**config.mk**
```make
export PLATFORM = sky130hd
export DESIGN_NAME = pwm_capture_module
export DESIGN_NICKNAME = d
export VERILOG_FILES = /design/src/rtl/pwm_capture_module.sv
export SDC_FILE = /design/constraint.sdc
export NUM_CORES = 1
export LEC_CHECK = 0
export ABC_AREA = 0
export BUFFER_PORTS_ARGS = -buffer_cell sky130_fd_sc_hd__buf_2
export CAP_MARGIN = 10
export CORE_MARGIN = 2
export CORE_UTILIZATION = 55
export DETAILED_ROUTE_END_ITERATION = 10
export PLACE_DENSITY = 0.84
export REMOVE_ABC_BUFFERS = 1
export SETUP_SLACK_MARGIN = 0.3
export SYNTH_ARGS = -nofsm -noshare
export SYNTH_HDL_FRONTEND = slang
export SYNTH_SLANG_ARGS = --single-unit
```
**constraint.sdc**
```tcl
create_clock -name clk -period 2.1 [get_ports clk]
set_clock_uncertainty 0.15 [all_clocks]
set_input_delay 0.42 -clock clk [delete_from_list [all_inputs] [get_ports clk]]
set_output_delay 0.42 -clock clk [all_outputs]
set_load 0.02 [all_outputs]
```
**src/rtl/pwm_capture_module.sv**
```systemverilog
// pwm_capture_module: measures period, high time and dead time of a looped-back
// complementary PWM pair, and flags shoot-through and loss of switching.
module pwm_capture_module #(
    parameter int CNT_W       = 32,
    parameter int DEAD_W      = 16,
    parameter int SYNC_STAGES = 2,
    parameter int TIMEOUT     = 65535
) (
    input  logic              clk,
    input  logic              rst_n,
    input  logic              pwm1_in,
    input  logic              pwm2_in,
    output logic [CNT_W-1:0]  meas_duty,
    output logic [CNT_W-1:0]  meas_period,
    output logic [DEAD_W-1:0] meas_dead,
    output logic              meas_valid,
    output logic              shoot_fault,
    output logic              stall
);
    typedef enum logic {IDLE, RUN} state_t;
    // stall fires on the edge where period_cnt would reach TIMEOUT
    localparam logic [CNT_W-1:0] LAST = CNT_W'(TIMEOUT - 1);
    state_t state, state_nxt;
    logic [SYNC_STAGES-1:0] sync1, sync2;
    logic s1, s2, s1_d, rise, dead;
    logic [CNT_W-1:0] period_cnt, duty_cnt, period_nxt, duty_nxt, meas_period_nxt, meas_duty_nxt;
    logic [DEAD_W-1:0] dead_cnt, dead_nxt, meas_dead_nxt;
    logic valid_nxt, stall_nxt;
    assign s1   = sync1[SYNC_STAGES-1];
    assign s2   = sync2[SYNC_STAGES-1];
    assign rise = s1 & ~s1_d;
    assign dead = ~s1 & ~s2;
    always_ff @(posedge clk or negedge rst_n) begin
        if (!rst_n) begin
            sync1       <= '0;
            sync2       <= '0;
            s1_d        <= 1'b0;
            state       <= IDLE;
            period_cnt  <= '0;
            duty_cnt    <= '0;
            dead_cnt    <= '0;
            meas_period <= '0;
            meas_duty   <= '0;
            meas_dead   <= '0;
            meas_valid  <= 1'b0;
            stall       <= 1'b0;
            shoot_fault <= 1'b0;
        end else begin
            sync1       <= {sync1[SYNC_STAGES-2:0], pwm1_in};
            sync2       <= {sync2[SYNC_STAGES-2:0], pwm2_in};
            s1_d        <= s1;
            state       <= state_nxt;
            period_cnt  <= period_nxt;
            duty_cnt    <= duty_nxt;
            dead_cnt    <= dead_nxt;
            meas_period <= meas_period_nxt;
            meas_duty   <= meas_duty_nxt;
            meas_dead   <= meas_dead_nxt;
            meas_valid  <= valid_nxt;
            stall       <= stall_nxt;
            shoot_fault <= shoot_fault | (s1 & s2);
        end
    end
    always_comb begin
        state_nxt       = state;
        period_nxt      = period_cnt;
        duty_nxt        = duty_cnt;
        dead_nxt        = dead_cnt;
        meas_period_nxt = meas_period;
        meas_duty_nxt   = meas_duty;
        meas_dead_nxt   = meas_dead;
        valid_nxt       = 1'b0;
        stall_nxt       = stall;
        if (rise) begin
            // the rise cycle itself opens the new period and is a high cycle
            state_nxt  = RUN;
            period_nxt = CNT_W'(1);
            duty_nxt   = CNT_W'(1);
            dead_nxt   = '0;
            stall_nxt  = 1'b0;
            if (state == RUN) begin
                valid_nxt       = 1'b1;
                meas_period_nxt = period_cnt;
                meas_duty_nxt   = duty_cnt;
                meas_dead_nxt   = dead_cnt;
            end
        end else if (state == IDLE) begin
            period_nxt = '0;
            duty_nxt   = '0;
            dead_nxt   = '0;
        end else if (period_cnt >= LAST) begin
            state_nxt  = IDLE;
            stall_nxt  = 1'b1;
            period_nxt = '0;
            duty_nxt   = '0;
            dead_nxt   = '0;
        end else begin
            period_nxt = period_cnt + CNT_W'(1);
            duty_nxt   = duty_cnt + CNT_W'(s1);
            dead_nxt   = (dead && dead_cnt != '1) ? dead_cnt + DEAD_W'(1) : dead_cnt;
        end
    end
endmodule

```
==> run summary <==
Pwr dens -> 806 nW/um^2
Unrepaired setup endpoints after global routing -> yes
R2r setup slk -> 0.19 ns
Final core occ -> 70.2%
Main synth FF type -> dfrtp_1
Synth unique cells -> 41
Largest net degree at the start of global routing -> 53
Die height -> 117 um
Wire length per cell -> 17.2 um
WP data arrival -> 2.10 ns
Hold Path Class -> reg -> reg
CTS tree -> done
Register area -> 4230 sq um
Mapped Cells -> 534
Post-route antenna net violation count -> 0
FF-to-FF End -> duty_cnt[24]
Antenna violations before repair -> 0
# IOs -> 87
Period Utilization, post-route -> 91.0%
Vias post-DR -> 4,619
Die Span X -> 117 um
HPWL Detailed -> 8.93 mm
Setup WS post-layout -> 0.190 ns
DRT Pass-1 Iters -> 4
Buffers added on ports -> 86
Startpoint types -> flop
Gpl congestion -> 0.825
Post-synth EDFFs -> 0
Worst-skew pair later-pin latency -> 0.43 ns
CTS buffer count -> 17
Max VDD drop -> 0.000634 V
Syn Area/Cell -> 13.1 sq um
Clock Tree Buf Depth -> 2
Vias in the first global route -> 4,512
Cell Area, Synth -> 6990 sq um
Fin crit period -> 1.91 ns
Vias per cell -> 5.39
Worst-path clk slew -> 0.06 ns
Routed WL -> 14.7 mm
Hold endpoint -> sync2[1]
CTS Root Buffer Type -> clkbuf_16
H-tree Lvls -> 4
Setup-failing EPs final -> 0
Layout cells sized above 1 -> 41.8%
DIE AREA -> 13,600 sq um
R2r worst-path depth -> 6
Clock Sink Count -> 169
Cell leakage power -> 4.20 nW
Yosys reg bits -> 169
GRT Residual Overflow -> 0
YS warnings -> 0
Crit end category -> flop
Starting Density -> 55.8%
RR Startpoint -> period_cnt[11]
Cell Rows -> 41
# diodes -> 0
Ys async rst share -> 100%
Max Clock Freq -> 523 MHz
Multi-input gate area -> 2800 sq um
Area grow syn2layout -> 25.6%
Tot GR Track Use -> 21.5%
Tot Pwr -> 0.00708 W
Hold_sp -> sync2[0]
Starting DRC count in detailed routing -> 330
First-pass GRT wire length -> 22.3 mm
Max-cap violations -> 0
DRC viols -> 0
Status -> finished, final reports clean
Fillcell total -> 869
Critical Path RT -> 2.29 ns
CP Class -> reg -> reg
Max-slew violations -> 0
Final Hold Viols -> 0
Worst Path Max Fanout -> 30
Hold Path Depth -> 0
Net count, final -> 681
Post-Place Worst Slack -> 0.101 ns
Post-synthesis sequential area ratio -> 60.5%
Core outline area -> 12,500 sq um
## state kept, by name, indices dropped and copies added, names as in the netlist
signal       count
duty_cnt        32
meas_duty       32
meas_period     32
period_cnt      32
dead_cnt        16
meas_dead       16
sync1            2
sync2            2
meas_valid       1
s1_d             1
shoot_fault      1
stall            1
state            1
## worst max-delay path, cell delays in order, from the launching register on
cell	delay (ns)
dfrtp_2	0.44
and3_1	0.22
and3_1	0.23
a31oi_4	0.24
nand3_4	0.16
buf_12	0.21
nor2_1	0.16
## report_power, final
group	internal (W)	switching, W	leakage, nW	total [W]
combinational	0.000155	0.000242	1.63	0.000398
clock	0.00202	0.00125	0.300	0.00327
sequential	0.00335	0.0000576	2.27	0.00341
total	0.00552	0.00155	4.20	0.00708
## layout make-up
cell class / count / share of cell area [%]
Tap cell: 172 / 2.45
Clock buffer: 20 / 5.09
Timing Repair Buffer: 122 / 10.1
Sequential cell: 169 / 48.2
Inverter: 8 / 0.342
Multi-Input combinational cell: 354 / 31.9
Clock inverter: 12 / 1.97
## per-layer routing
metal	GRT usage, %	up-vias	part of all wire [%]
met5	0	-	0
met3	5.14	40	3.5
met1	27.1	2352	40
met4	11.1	0	3.5
met2	35.0	118	53
li1	-	2109	-
## synth_stat cells, types with 2 or more instances
master   number  area share (%)
nor2_1       50             2.7
xor2_1       34             4.3
dfrtp_1     169              60
xnor2_1      22             2.8
mux2_2       76              12
nor2_2       24             2.1
nand4_1      20             1.8
buf_6         9             1.4
ha_1          5            0.89
a21oi_1       5            0.36
nor3_1        4            0.29
nor3_2        3            0.43
and4_4        2            0.32
and2_1        2            0.18
nor4b_2       2            0.43
nand2_1      23             1.2
and3_1        9            0.81
inv_1         8            0.43
buf_2         9            0.64
and4_1        4            0.50
nand3_1      21             1.5
o21ai_0       6            0.43
nor4_1        8            0.72
nor4_4        2            0.61
## cells by family after synthesis
kind of cell	share of synthesized area [%]
simple gates	15.1
flops	60.5
mux	12.4
xor+xnor	7.02
buf+inv	2.52
compound gates	1.52
fa+ha+maj	0.895
other cells	0.0536
## worst max-delay path by stage
stage / from / end / slack (ns) / depth (start not counted)
detailed placement: dead_cnt[0] / dead_cnt[13] / 0.10 / 6
floorplan: sync1[1] / meas_dead[0] / -0.97 / 3
CTS: period_cnt[20] / duty_cnt[24] / 0.16 / 6
global route: period_cnt[20] / duty_cnt[16] / 0.09 / 6
finish: period_cnt[11] / duty_cnt[24] / 0.19 / 6
global placement: period_cnt[20] / duty_cnt[20] / 0.16 / 6
## layout by cell type (no fill, tap or decap), types with 3 or more instances in the layout
master,synthesis,final
nand4_1,20,20
and4_1,4,3
buf_2,9,85
nand3_1,21,19
nor4_2,0,6
dlygate4sd3_1,0,3
a21oi_1,5,5
clkinv_2,0,4
nand2_1,23,22
nor3_4,0,3
o21ai_0,6,6
ha_2,0,3
clkbuf_16,0,20
buf_4,0,20
dfrtp_1,169,167
and3_1,9,8
nor3_2,3,3
xor2_1,34,34
inv_1,8,8
buf_12,0,7
and4_4,2,3
nor4_4,2,3
mux2_2,76,76
xnor2_1,22,22
bufinv_16,0,4
conb_1,1,15
nor2_2,24,23
nor2_1,50,49
## per-stage QoR
step	setup TNS [ns]	cells	hold slack (ns)	cell area, sq um
floorplan	-77.66	530	-0.0256	6900
global placement	0	799	0.183	7730
detailed placement	0	799	0.188	7730
CTS	0	842	0.204	8530
global route	0	857	0.210	8780
finish	0	857	0.202	8780
## repair_timing
action,in CTS,in global routing
hold endpoints to repair,35,0
setup buffers,7,9
pin swaps,6,4
setup endpoints to repair,63,110
gates resized for setup,16,20
gates cloned,1,6
hold buffers,3,0
No activity file was read; power rests on OpenSTA's default activity.
